--- config.mk ---
export PLATFORM = sky130hd
export DESIGN_NAME = hangman_host_engine
export DESIGN_NICKNAME = d
export VERILOG_FILES = /design/src/rtl/hangman_pkg.sv /design/src/rtl/letter_scan.sv /design/src/rtl/hangman_host_engine.sv
export SDC_FILE = /design/constraint.sdc
export NUM_CORES = 1
export LEC_CHECK = 0
export CORE_AREA = 2 2 86 88
export CTS_CLUSTER_SIZE = 10
export DETAILED_ROUTE_END_ITERATION = 6
export DIE_AREA = 0 0 88 90
export PLACE_DENSITY = 0.93
export SLEW_MARGIN = 15
export SYNTH_ARGS = -nofsm -noshare
export SYNTH_HDL_FRONTEND = slang
export SYNTH_SLANG_ARGS = --single-unit
--- constraint.sdc ---
create_clock -name clk_i -period 5.24 [get_ports clk_i]
set_clock_uncertainty 0.1 [all_clocks]
set_input_delay 1.31 -clock clk_i [delete_from_list [all_inputs] [get_ports clk_i]]
set_output_delay 1.31 -clock clk_i [all_outputs]
set_load 0.02 [all_outputs]
--- src/rtl/hangman_pkg.sv ---
// Shared types and helpers for the hangman host engine.
//   state_e      : engine FSM states
//   V_*          : one-byte verdict codes returned to the UART transmitter
//   norm_letter  : folds 'a'..'z' to uppercase, other bytes pass through
//   is_letter    : true for 'A'..'Z' (apply after norm_letter)
package hangman_pkg;

    typedef enum logic [2:0] {
        StIdle,
        StPlay,
        StCheck,
        StReport,
        StDone
    } state_e;

    localparam logic [7:0] V_HIT  = 8'h48;  // 'H'
    localparam logic [7:0] V_MISS = 8'h4D;  // 'M'
    localparam logic [7:0] V_DUP  = 8'h44;  // 'D'
    localparam logic [7:0] V_INV  = 8'h58;  // 'X'
    localparam logic [7:0] V_WIN  = 8'h57;  // 'W'
    localparam logic [7:0] V_LOSE = 8'h4C;  // 'L'

    function automatic logic [7:0] norm_letter(input logic [7:0] b);
        logic [7:0] r;
        r = b;
        if (b >= 8'h61 && b <= 8'h7A) begin
            r = b - 8'h20;
        end
        return r;
    endfunction

    function automatic logic is_letter(input logic [7:0] b);
        return (b >= 8'h41) && (b <= 8'h5A);
    endfunction

endpackage

--- src/rtl/letter_scan.sv ---
// Walks the secret word one letter per cycle comparing each (case-folded) letter with
// the guess.
//   clk_i, rst_i   : clock, synchronous active-high reset
//   start_i        : begin a scan at index 0 (clears the hit flag)
//   abort_i        : cancel a scan in progress
//   guess_i        : normalised guess byte, held stable during the scan
//   word_i         : secret word, letter 0 in bits [7:0]
//   match_vec_o    : one-hot of the index matched this cycle (all zero on no match)
//   hit_o          : any match so far in this scan, including the current index
//   done_o         : high in the cycle the last index is compared
module letter_scan import hangman_pkg::*; #(
    parameter int unsigned WORD_LEN = 5
) (
    input  logic                  clk_i,
    input  logic                  rst_i,
    input  logic                  start_i,
    input  logic                  abort_i,
    input  logic [7:0]            guess_i,
    input  logic [8*WORD_LEN-1:0] word_i,
    output logic [WORD_LEN-1:0]   match_vec_o,
    output logic                  hit_o,
    output logic                  done_o
);

    localparam int unsigned IdxW = (WORD_LEN > 1) ? $clog2(WORD_LEN) : 1;

    logic            active_q;
    logic [IdxW-1:0] idx_q;
    logic            hit_q;
    logic            match;

    always_comb begin
        match  = active_q && (norm_letter(word_i[idx_q*8 +: 8]) == guess_i);
        done_o = active_q && (idx_q == IdxW'(WORD_LEN - 1));
        hit_o  = hit_q | match;
        for (int i = 0; i < WORD_LEN; i++) begin
            match_vec_o[i] = match && (idx_q == IdxW'(i));
        end
    end

    always_ff @(posedge clk_i) begin
        if (rst_i || abort_i) begin
            active_q <= 1'b0;
            idx_q    <= '0;
            hit_q    <= 1'b0;
        end else if (start_i) begin
            active_q <= 1'b1;
            idx_q    <= '0;
            hit_q    <= 1'b0;
        end else if (active_q) begin
            hit_q <= hit_q | match;
            if (done_o) begin
                active_q <= 1'b0;
            end else begin
                idx_q <= idx_q + 1'b1;
            end
        end
    end

endmodule

--- src/rtl/hangman_host_engine.sv ---
// Host-side hangman game engine: accepts guesses over a valid/ready handshake, scans
// them against the latched word, tracks hits/misses/win/lose and returns a verdict byte.
// Optional feature: define HANGMAN_DUP_DETECT_EN to report repeated letters as 'D'.
//   clk_i          : system clock
//   nrst_i         : synchronous reset, active-high despite the name
//   start_i        : latch set_word_i and begin a new game (beats any handshake)
//   set_word_i     : secret word, letter 0 in bits [7:0]
//   rx_valid_i/rx_byte_i/rx_ready_o : guess input handshake
//   tx_valid_o/tx_byte_o/tx_ready_i : verdict output handshake
//   hit_mask_o     : revealed letters; miss_cnt_o: mistakes; last_letter_o: last guess
//   busy_o         : scanning or reporting; won_o/lost_o: held game-over flags
module hangman_host_engine import hangman_pkg::*; #(
    parameter int unsigned WORD_LEN     = 5,
    parameter int unsigned MAX_MISTAKES = 6
) (
    input  logic                  clk_i,
    input  logic                  nrst_i,
    input  logic                  start_i,
    input  logic [8*WORD_LEN-1:0] set_word_i,
    input  logic                  rx_valid_i,
    input  logic [7:0]            rx_byte_i,
    output logic                  rx_ready_o,
    output logic                  tx_valid_o,
    output logic [7:0]            tx_byte_o,
    input  logic                  tx_ready_i,
    output logic [WORD_LEN-1:0]   hit_mask_o,
    output logic [3:0]            miss_cnt_o,
    output logic [7:0]            last_letter_o,
    output logic                  busy_o,
    output logic                  won_o,
    output logic                  lost_o
);

    state_e                state_q, state_d;
    logic [8*WORD_LEN-1:0] word_q, word_d;
    logic [7:0]            guess_q, guess_d;
    logic [WORD_LEN-1:0]   mask_q, mask_d;
    logic [3:0]            miss_q, miss_d;
    logic [7:0]            verdict_q, verdict_d;
    logic                  won_q, won_d;
    logic                  lost_q, lost_d;

    logic                  scan_start;
    logic [WORD_LEN-1:0]   scan_vec;
    logic                  scan_hit;
    logic                  scan_done;
    logic [7:0]            rx_norm;
    logic [WORD_LEN-1:0]   mask_new;
    logic [3:0]            miss_inc;

`ifdef HANGMAN_DUP_DETECT_EN
    logic [25:0] bitmap_q, bitmap_d;
    logic        dup_q, dup_d;
    logic [4:0]  rx_idx;
    logic [4:0]  guess_idx;
    assign rx_idx    = 5'(rx_norm - 8'h41);
    assign guess_idx = 5'(guess_q - 8'h41);
`else
    logic        dup_q;
    assign dup_q = 1'b0;
`endif

    letter_scan #(
        .WORD_LEN (WORD_LEN)
    ) u_scan (
        .clk_i       (clk_i),
        .rst_i       (nrst_i),
        .start_i     (scan_start),
        .abort_i     (start_i),
        .guess_i     (guess_q),
        .word_i      (word_q),
        .match_vec_o (scan_vec),
        .hit_o       (scan_hit),
        .done_o      (scan_done)
    );

    always_comb begin
        state_d    = state_q;
        word_d     = word_q;
        guess_d    = guess_q;
        mask_d     = mask_q;
        miss_d     = miss_q;
        verdict_d  = verdict_q;
        won_d      = won_q;
        lost_d     = lost_q;
        scan_start = 1'b0;
        rx_norm    = norm_letter(rx_byte_i);
        mask_new   = mask_q | scan_vec;
        miss_inc   = (miss_q >= 4'(MAX_MISTAKES)) ? miss_q : miss_q + 4'd1;
`ifdef HANGMAN_DUP_DETECT_EN
        bitmap_d   = bitmap_q;
        dup_d      = dup_q;
`endif
        if (start_i) begin
            // Restart from any state; a pending verdict is dropped.
            state_d = StPlay;
            word_d  = set_word_i;
            mask_d  = '0;
            miss_d  = '0;
            won_d   = 1'b0;
            lost_d  = 1'b0;
`ifdef HANGMAN_DUP_DETECT_EN
            bitmap_d = '0;
`endif
        end else begin
            unique case (state_q)
                StPlay: begin
                    if (rx_valid_i) begin
                        guess_d = rx_norm;
                        if (is_letter(rx_norm)) begin
                            state_d    = StCheck;
                            scan_start = 1'b1;
`ifdef HANGMAN_DUP_DETECT_EN
                            dup_d = bitmap_q[rx_idx];
`endif
                        end else begin
                            verdict_d = V_INV;
                            state_d   = StReport;
                        end
                    end
                end
                StCheck: begin
                    if (!dup_q) begin
                        mask_d = mask_new;
                    end
                    if (scan_done) begin
                        state_d = StReport;
`ifdef HANGMAN_DUP_DETECT_EN
                        bitmap_d[guess_idx] = 1'b1;
`endif
                        if (dup_q) begin
                            verdict_d = V_DUP;
                        end else if (scan_hit) begin
                            verdict_d = (&mask_new) ? V_WIN : V_HIT;
                        end else begin
                            miss_d    = miss_inc;
                            verdict_d = (miss_inc == 4'(MAX_MISTAKES)) ? V_LOSE : V_MISS;
                        end
                    end
                end
                StReport: begin
                    if (tx_ready_i) begin
                        if (verdict_q == V_WIN) begin
                            won_d   = 1'b1;
                            state_d = StDone;
                        end else if (verdict_q == V_LOSE) begin
                            lost_d  = 1'b1;
                            state_d = StDone;
                        end else begin
                            state_d = StPlay;
                        end
                    end
                end
                default: ;  // StIdle and StDone wait for start_i
            endcase
        end
    end

    always_ff @(posedge clk_i) begin
        if (nrst_i) begin
            state_q   <= StIdle;
            word_q    <= '0;
            guess_q   <= '0;
            mask_q    <= '0;
            miss_q    <= '0;
            verdict_q <= '0;
            won_q     <= 1'b0;
            lost_q    <= 1'b0;
`ifdef HANGMAN_DUP_DETECT_EN
            bitmap_q  <= '0;
            dup_q     <= 1'b0;
`endif
        end else begin
            state_q   <= state_d;
            word_q    <= word_d;
            guess_q   <= guess_d;
            mask_q    <= mask_d;
            miss_q    <= miss_d;
            verdict_q <= verdict_d;
            won_q     <= won_d;
            lost_q    <= lost_d;
`ifdef HANGMAN_DUP_DETECT_EN
            bitmap_q  <= bitmap_d;
            dup_q     <= dup_d;
`endif
        end
    end

    assign rx_ready_o    = (state_q == StPlay);
    assign tx_valid_o    = (state_q == StReport);
    assign tx_byte_o     = verdict_q;
    assign hit_mask_o    = mask_q;
    assign miss_cnt_o    = miss_q;
    assign last_letter_o = guess_q;
    assign busy_o        = (state_q == StCheck) || (state_q == StReport);
    assign won_o         = won_q;
    assign lost_o        = lost_q;

endmodule

==> results of run 1 <==
-- per-stage QoR --
| stage | setup slack, ps | cells |
|---|---|---|
| finish | 1160 | 615 |
| global route | 752 | 615 |
| CTS | 1180 | 615 |
| detailed placement | 1220 | 599 |
| global placement | 1370 | 599 |
| floorplan | 1870 | 439 |
-- cells by family (layout without fill, tap and decap cells) --
| logic type | after synthesis | after routing | share of synthesized area |
|---|---|---|---|
| AND/OR/NAND/NOR | 173 | 173 | 0.218 |
| other | 1 | 2 | 0.000994 |
| adder cells (fa/ha/maj) | 9 | 9 | 0.0299 |
| buffers and inverters | 38 | 115 | 0.0431 |
| multiplexers | 61 | 61 | 0.170 |
| flip-flops | 73 | 73 | 0.388 |
| AO/OA/AOI/OAI | 76 | 76 | 0.134 |
| XOR/XNOR | 7 | 7 | 0.0163 |
-- area by class of cell --
cell class / instances / area [um^2] / area share
well taps: 99 / 124 / 0.0259
repair buffers: 82 / 806 / 0.169
inverters: 17 / 63.8 / 0.0133
multi-input cells: 328 / 2150 / 0.450
clock inverters: 2 / 12.5 / 0.00262
clock buffers: 14 / 163 / 0.0340
flip-flops and latches: 73 / 1460 / 0.306
-- registers in the layout, summed over array words and instances, names as in the netlist, 3 cells and up --
name,cells
tx_byte_o,6
word_q,40
last_letter_o,8
state_q,3
hit_mask_o,5
miss_cnt_o,4
u_scan.idx_q,3
-- cells in the mapped netlist (all sizes together), types with 2 or more instances --
| cell type | n |
|---|---|
| or2 | 3 |
| ha | 9 |
| nand3b | 2 |
| a211o | 5 |
| a21oi | 28 |
| a31oi | 6 |
| nor4b | 2 |
| and3 | 2 |
| nand3 | 13 |
| a311oi | 3 |
| a211oi | 4 |
| o21a | 3 |
| nor2b | 7 |
| nand4 | 4 |
| nor3 | 11 |
| dfxtp | 73 |
| nand2 | 29 |
| mux4 | 2 |
| nor2 | 78 |
| and4b | 2 |
| xnor2 | 6 |
| nand2b | 7 |
| nor4 | 3 |
| or3 | 3 |
| mux2i | 54 |
| mux2 | 5 |
| inv | 16 |
| o22ai | 2 |
| clkbuf | 5 |
| and3b | 2 |
| a221oi | 2 |
| o21ai | 14 |
| buf | 16 |
-- worst max-delay path: stages, from the launching register on --
cell      delay [ps]
dfxtp_1          770
mux4_2           630
a21oi_2          260
nor4b_1          380
o41ai_1          190
a211oi_1         350
nor3_1           140
nor2_1           210
nand4_1          150
a211oi_2         340
nand3b_1         180
a311oi_1         290
-- layer usage --
layer	global-route usage	vias up	routed length, um
met5	0	-	0
met1	0.305	1604	4040
li1	-	1687	-
met4	0.0962	0	247
met3	0.0505	21	687
met2	0.395	162	4560
-- power by group --
part	switching, uW	internal [uW]	leakage [uW]	total (uW)
clock	197	198	0.0000867	395
combinational	78.1	83.9	0.00116	162
sequential	16.7	577	0.000597	594
total	292	859	0.00184	1150
-- path summary, 6_finish.rpt --
kind | from | endpoint
hold / removal | lost_o | lost_o
setup / recovery | u_scan.idx_q[0] | tx_byte_o[4]
hold reg to reg | lost_o | lost_o
setup reg to reg | u_scan.idx_q[0] | tx_byte_o[4]
==> impl_results.md, run 1 <==
- CP arrival: 4230 ps
- First-pass GRT wire length: 15300 um
- Vias per cell: 5.65
- Synth area leaders: dfxtp_1 39%, mux2i_1 14%, nor2_1 7.8%
- Fill cells: 561
- Number of register bits inferred by synthesis: 73
- CP max FO: 18
- Worst setup path class: reg2reg
- Hold_buf cts: 0
- Post-synth EDFFs: 0
- Router iterations before antenna repair: 6
- Routed len/inst: 15.5 um
- Setup repair bufs after CTS: 0
- Io pins: 83
- Fin crit period: 4080 ps
- Slew HR: 0.357
- Synth Flop Type: dfxtp_1
- Ant diodes: 0
- Max cap viols: 0
- GP Congestion: 0.886
- Yosys top cell area share: 0.388
- Slew Viols, Final: 0
- Clk pin slew, worst setup/hold paths: 70 ps
- Worst hold slack: 386 ps
- Outcome: finished, final reports clean
- RSZ-0062 raised after global routing: false
- CTS tree: yes
- Initial antenna violation count: 0
- Finished layout cell area: 4780 um^2
- Total gr overflow: 0
- Min-Delay Path Class: reg2reg
- Cells after Synth: 438
- P&R area growth vs syn: 26.8%
- Slew @ Worst Pin: 964 ps
- IO buf count: 80
- Clk buf depth: 2
- Die Ht: 90 um
- Largest net degree at the start of global routing: 58
- Peak supply drop: 0.000142 V
- FF-to-FF setup slack: 1160 ps
- Clock sinks: 73
- Tot Pwr: 1150 uW
- Skew-Pair Late Insertion Delay: 350 ps
- 1st-iter DRT viols: 202
- CP required: 5390 ps
- Drt drc: 0
- Die area: 7920 um^2
- Post-synth top area cell: dfxtp_1
- Num rows: 31
- Cell Area, Synth: 3770 um^2
- Post-synthesis average cell area: 8.61 um^2
- Fin. Hold Viols: 0
- Vias in the first global route: 3306
- Final HPWL from detailed placement: 6890 um
- Gr usage total: 0.241
- FMAX: 245 MHz
- Leak Pwr: 0.00184 uW
- Ys Warns: 0
- Total CTS buffers: 9
- Core area: 7020 um^2
- Leading cell types in the layout, fill and taps excluded: 78 x nor2_1, 78 x clkdlybuf4s50_1, 73 x dfxtp_1, 54 x mux2i_1, 29 x nand2_1
- Placed Area: 4610 um^2
- Hold-critical path depth: 2
- R2r worst-path depth: 11
- Post-layout util: 0.681
- Count of cell types in the netlist: 57
- Initial core utilization: 0.537
- Cells resized by post-CTS repair: 0
- Final net count: 573
- Startpoint types: flop
- Final worst-path cycle share: 0.778
- Post-route ant nets: 0
- Die Wd: 88 um
- Async S/R FF share, synth: 0
- Setup TNS Final: 0 ps
- Clock Tree Root: clkbuf_8
- Final setup viols: 0
- Layout cells sized above 1: 0.0620
- Crit end category: flop
- Post-Route WL: 9530 um
- Seq/Total Area, Yosys: 0.388
- DR vias: 3474
- H-tree depth: 3
- Pwr dens: 241 nW/um^2
No activity file was read; power rests on OpenSTA's default activity.
==> run 2, diff against run 1 <==
--- a/config.mk
+++ b/config.mk
@@ -5,11 +5,11 @@
 export SDC_FILE = /design/constraint.sdc
 export NUM_CORES = 1
 export LEC_CHECK = 0
-export CORE_AREA = 2 2 86 88
+export CORE_AREA = 2 2 94 96
 export CTS_CLUSTER_SIZE = 10
 export DETAILED_ROUTE_END_ITERATION = 6
-export DIE_AREA = 0 0 88 90
-export PLACE_DENSITY = 0.93
+export DIE_AREA = 0 0 96 98
+export PLACE_DENSITY = 0.83
 export SLEW_MARGIN = 15
 export SYNTH_ARGS = -nofsm -noshare
 export SYNTH_HDL_FRONTEND = slang
==> constraint.sdc (replaced) <==
create_clock -name clk_i -period 3.3 [get_ports clk_i]
set_clock_uncertainty 0.1 [all_clocks]
set_input_delay 0.825 -clock clk_i [delete_from_list [all_inputs] [get_ports clk_i]]
set_output_delay 0.825 -clock clk_i [all_outputs]
set_load 0.02 [all_outputs]
==> impl_results.md, run 2 (same netlist as run 1, synthesis figures left out) <==
- Sequential share of power: 0.467 (-0.049)
- Layout cells sized above 1: 0.165 (+0.103)
- Drt drc: 0 (unchanged)
- Setup slack after layout: -214 ps (-1380 ps)
- Max reg flops: 40 (unchanged)
- Final setup viols: 8 (+8)
- IO buf count: 80 (unchanged)
- Most common cell after layout, fill and taps aside: clkdlybuf4s50_1
- Finished layout cell area: 5260 um^2 (+10%)
- First-pass GRT wire length: 16000 um (+5.1%)
- Ant diodes: 0 (unchanged)
- Largest Register: word_q
- Gr usage total: 0.215 (-0.0262)
- Slew Viols, Final: 0 (unchanged)
- Die area: 9410 um^2 (+19%)
- R2r worst-path depth: 12 (+1)
- Failing checks: setup timing
- CTS tree: yes
- Cell family with most CP delay: compound AO/OA/AOI/OAI gates
- Cells after DPL: 646 (+7.8%)
- 1st-iter DRT viols: 150 (-26%)
- H-tree depth: 3 (unchanged)
- Sw frac: 0.251 (-0.00243)
- CP arrival: 3690 ps (-540 ps)
- Total gr overflow: 0 (unchanged)
- Final HPWL from detailed placement: 7540 um (+9.4%)
- Fill cells: 700 (+25%)
- Startpoint types: flop
- Dpl ws: -216 ps (-1440 ps)
- Fin. Hold Viols: 0 (unchanged)
- Post-Route WL: 10300 um (+7.6%)
- CP required: 3470 ps (-1920 ps)
- Router iterations before antenna repair: 5 (-1)
- Clk pin slew, worst setup/hold paths: 80 ps (about the same)
- GP Congestion: 0.916 (+3.4%)
- Hold-critical path depth: 2 (unchanged)
- Slew @ Worst Pin: 663 ps (-301 ps)
- Worst setup path class: reg2reg
- Io pins: 83 (unchanged)
- Post-route ant nets: 0 (unchanged)
- Clock sinks: 73 (unchanged)
- Slew HR: 0.558 (+0.201)
- Multi-input gate area: 2250 um^2 (+4.5%)
- Crit-path cells: buf_6 -> nand2b_4 -> mux4_2 -> or3_4 -> a2111oi_4 -> a211o_1 -> o211ai_1 -> nor3_4 -> a41oi_1 -> a211oi_2 -> nand3b_1 -> a311oi_1
- Initial core utilization: 0.445 (-0.0917)
- Die Ht: 98 um (+8.9%)
- Clk buf depth: 2 (unchanged)
- Worst Hold Path EP: last_letter_o[0]
- Num rows: 34 (+9.7%)
- Pwr dens: 385 nW/um^2 (+60%)
- Fin crit period: 3510 ps (-564 ps)
- Clock Tree Root: clkbuf_8
- Vias per cell: 5.48 (-2.9%)
- Largest net degree at the start of global routing: 57 (-1.7%)
- P_sw: 509 uW (+74%)
- Total CTS buffers: 9 (unchanged)
- Die Wd: 96 um (+9.1%)
- Worst hold slack: 391 ps (+4.17 ps)
- Max cap viols: 0 (unchanged)
- Leak Pwr: 0.00208 uW (+13%)
- Critical Path Max Stage Delay: 490 ps (-280 ps)
- RSZ-0062 raised after global routing: true
- Vias in the first global route: 3440 (+4.1%)
- Final worst-path cycle share: 1.06 (+0.287)
- Tot Pwr: 2020 uW (+76%)
- Skew-Pair Late Insertion Delay: 350 ps (about the same)
- Hold_buf cts: 0 (unchanged)
- Post-route insts no fill: 665 (+8.1%)
- Critical path's slowest cell: mux4_2
- Min-Delay Path Class: reg2reg
- Core area: 8470 um^2 (+21%)
- FMAX: 285 MHz (+16%)
- Hold Crit Start: last_letter_o[0]
- Leading cell types in the layout, fill and taps excluded: 78 x clkdlybuf4s50_1, 76 x nor2_1, 72 x dfxtp_1, 54 x mux2i_1, 41 x buf_4
- Met3 routed WL: 591 um (-14%)
- Post-Route M1 WL: 4480 um (+11%)
- Routed len/inst: 15.4 um (-0.45%)
- Int Pwr: 1520 uW (+77%)
- FF-to-FF setup slack: -210 ps (-1380 ps)
- P&R area growth vs syn: 39.4%
- Peak supply drop: 0.000184 V (+29%)
- Final net count: 614 (+7.2%)
- DR vias: 3647 (+5.0%)
- Placed Area: 4910 um^2 (+6.6%)
- Initial antenna violation count: 0 (unchanged)
- Max Used Layer: met4
- Met2 WL: 5010 um (+10%)
- CP max FO: 5 (-13)
- Outcome: finished, violations left
- Combinational power share: 0.142 (about the same)
- Reg area: 1460 um^2 (about the same)
- RR Endpoint: tx_byte_o[4]
- Worst r2r src: u_scan.idx_q[2]
- Worst path buffer plus inverter count: 1 (+1)
- Clock power frac: 0.392 (+0.049)
- Crit end category: flop
-- run 2: what timing repair did --
action | CTS | global route
buffers inserted | 1 | 2
setup endpoints to repair | 10 | 14
resized for setup | 13 | 8
endpoints found under the hold margin | 0 | 0
pin swaps | 2 | 7
-- run 2: metal layers --
| layer | up-vias | GRT usage |
|---|---|---|
| li1 | 1777 | - |
| met3 | 21 | 0.0370 |
| met5 | - | 0 |
| met2 | 132 | 0.361 |
| met4 | 0 | 0.0703 |
| met1 | 1717 | 0.276 |
-- run 2: final cells by class --
cell class	count	share of cell area
Tap cell	108	0.0257
Sequential cell	73	0.278
Clock buffer	10	0.0262
Multi-Input combinational cell	328	0.427
Timing Repair Buffer	123	0.213
Clock inverter	6	0.0174
Inverter	17	0.0121
-- run 2: power by group through the flow --
stage	Sequential [uW]	Clock, uW	Combinational (uW)
after floorplan	959	0	146
after global placement	962	0	267
after detailed placement	963	0	274
after CTS	944	797	281
after global routing	949	836	311
final	944	793	287
-- run 2: how the worst max path moves through the flow --
| stage | cells after the start | to | start |
|---|---|---|---|
| 2_1_floorplan | 11 | tx_byte_o[4] | u_scan.idx_q[1] |
| 5_1_grt | 12 | tx_byte_o[4] | u_scan.idx_q[2] |
| 3_3_place_gp | 13 | tx_byte_o[4] | u_scan.idx_q[1] |
| 4_1_cts | 12 | tx_byte_o[4] | u_scan.idx_q[2] |
| 3_5_place_dp | 13 | tx_byte_o[4] | u_scan.idx_q[2] |
| 6_report | 12 | tx_byte_o[4] | u_scan.idx_q[2] |
-- run 2: tightest hold or removal path, delay by kind of cell (launching register included) --
| family | cells | cell delay (ps) |
|---|---|---|
| simple gates | 1 | 60 |
| compound gates | 1 | 50 |
| flops | 1 | 330 |
-- run 2: stage by stage --
stage,util,setup TNS [ps]
finish,0.621,-1030
global route,0.621,-2330
CTS,0.615,-687
detailed placement,0.580,-711
global placement,0.580,-68.5
floorplan,-,0
==> run 3, diff against run 2 <==
--- a/config.mk
+++ b/config.mk
@@ -9,6 +9,7 @@
 export CTS_CLUSTER_SIZE = 10
 export DETAILED_ROUTE_END_ITERATION = 6
 export DIE_AREA = 0 0 96 98
+export GPL_ROUTABILITY_DRIVEN = 0
 export PLACE_DENSITY = 0.83
 export SLEW_MARGIN = 15
 export SYNTH_ARGS = -nofsm -noshare
==> impl_results.md, run 3 (same netlist as run 1, synthesis figures left out) <==
- Vias per cell: 5.52 (+0.64%)
- Setup slack after layout: -233 ps (-19.0 ps)
- H-tree depth: 3 (unchanged)
- Vias in the first global route: 3663 (+6.5%)
- Min-Delay Path Class: reg2reg
- Tot Pwr: 1910 uW (-5.7%)
- Fill cells: 709 (+1.3%)
- Slew Viols, Final: 0 (unchanged)
- Clock Tree Root: clkbuf_8
- IO buf count: 80 (unchanged)
- Core area: 8470 um^2 (unchanged)
- Startpoint types: flop
- CP arrival: 3710 ps (+20 ps)
- Final net count: 614 (unchanged)
- Multi-input gate area: 2220 um^2 (-1.0%)
- Total CTS buffers: 9 (unchanged)
- Initial antenna violation count: 0 (unchanged)
- Router iterations before antenna repair: 6 (+1)
- Peak supply drop: 0.000160 V (-13%)
- First-pass GRT wire length: 17100 um (+6.5%)
- Max cap viols: 0 (unchanged)
- Total gr overflow: 0 (unchanged)
- Failing checks: setup timing
- Clk buf depth: 2 (unchanged)
- CP max FO: 5 (unchanged)
- Num rows: 34 (unchanged)
- Outcome: finished, violations left
- Final setup viols: 7 (-1)
- Most common cell after layout, fill and taps aside: clkdlybuf4s50_1
- Clk pin slew, worst setup/hold paths: 80 ps (about the same)
- Die Wd: 96 um (unchanged)
- Final worst-path cycle share: 1.07 (+0.00576)
- Fin crit period: 3530 ps (+19.0 ps)
- Largest Register: word_q
- Layout cells sized above 1: 0.165 (+0.000297)
- RSZ-0062 raised after global routing: true
- Post-Route WL: 10600 um (+3.4%)
- Pwr dens: 368 nW/um^2 (-4.5%)
- CP required: 3480 ps (about the same)
- DR vias: 3665 (+0.49%)
- Routed len/inst: 16.0 um (+3.5%)
- Slew @ Worst Pin: 674 ps (+10.7 ps)
- Post-route ant nets: 0 (unchanged)
- Crit end category: flop
- Skew-Pair Late Insertion Delay: 360 ps (about the same)
- P&R area growth vs syn: 37.7%
- Leading cell types in the layout, fill and taps excluded: 78 x clkdlybuf4s50_1, 76 x nor2_1, 70 x dfxtp_1, 54 x mux2i_1, 41 x buf_4
- Final HPWL from detailed placement: 7690 um (+2.0%)
- Drt drc: 0 (unchanged)
- Max reg flops: 40 (unchanged)
- Die area: 9410 um^2 (unchanged)
- Ant diodes: 0 (unchanged)
- Io pins: 83 (unchanged)
- Worst setup path class: reg2reg
- Slew HR: 0.551 (-0.00716)
- Die Ht: 98 um (unchanged)
- Fin. Hold Viols: 0 (unchanged)
- Clock sinks: 73 (unchanged)
- Reg area: 1470 um^2 (+0.17%)
- Leak Pwr: 0.00206 uW (-0.73%)
- Largest net degree at the start of global routing: 57 (unchanged)
- Initial core utilization: 0.445 (unchanged)
- Gr usage total: 0.230 (+0.0155)
- CTS tree: yes
- FMAX: 283 MHz (-0.54%)
- 1st-iter DRT viols: 208 (+39%)
- Dpl ws: -235 ps (-18.8 ps)
-- run 3: cell count changes in the layout (fill, tap and decap cells not counted), sizes merged --
cell / previous run / this run
clkinv: 2 / 4
bufinv: 2 / 1
clkbuf: 10 / 9
clkinvlp: 3 / 2
-- run 3: path summary, 6_finish.rpt --
kind	from	end	slack, ps	cells past startpoint
max	u_scan.idx_q[2]	tx_byte_o[4]	-230	12
min	word_q[36]	word_q[36]	390	2
max reg2reg	u_scan.idx_q[2]	tx_byte_o[4]	-230	12
min reg2reg	word_q[36]	word_q[36]	390	2
-- run 3: power by group --
part           total (uW)  switching, uW  internal [uW]
combinational         285            133            152
clock                 680            339            340
sequential            944           27.9            916
total                1910            500           1410
-- run 3: timing repair --
item	CTS	global route
setup buffers	3	1
setup endpoints to repair	5	13
pin swaps	6	9
gates resized for setup	16	5
hold buffers	0	0
-- run 3: final cells by class --
cell class / instances / share of cell area
clock buffer: 9 / 0.0238
clock inverter: 6 / 0.0116
inverter: 17 / 0.0123
multi-input combinational: 328 / 0.428
sequential: 73 / 0.282
tap: 108 / 0.0260
timing repair buffer: 123 / 0.216
-- run 3: critical path: stages, from the launching register on --
cell,delay (ps)
dfxtp_2,340
buf_6,120
nand2b_4,120
mux4_2,490
or3_4,370
a2111oi_4,340
nand3_1,140
and4b_2,270
nor3_4,260
nand4_1,150
a211oi_2,320
nand3b_1,180
a311oi_2,260
-- run 3: stage by stage --
step                      hold slack (ps)  utilization  instances  instance area [um^2]  setup TNS (ps)
after floorplan                       351            -        439                  3780               0
after global placement                357        0.579        645                  4900           -44.0
after detailed placement              375        0.579        645                  4900            -763
after CTS                             397        0.611        663                  5170            -345
after global routing                  423        0.614        664                  5190           -3160
final                                 394        0.614        664                  5190           -1110
-- run 3: layer usage --
| metal | up-vias | global-route usage | share of wire |
|---|---|---|---|
| met1 | 1706 | 0.276 | 0.42 |
| li1 | 1774 | - | - |
| met2 | 156 | 0.392 | 0.49 |
| met5 | - | 0 | 0 |
| met4 | 0 | 0.105 | 0.032 |
| met3 | 29 | 0.0448 | 0.061 |
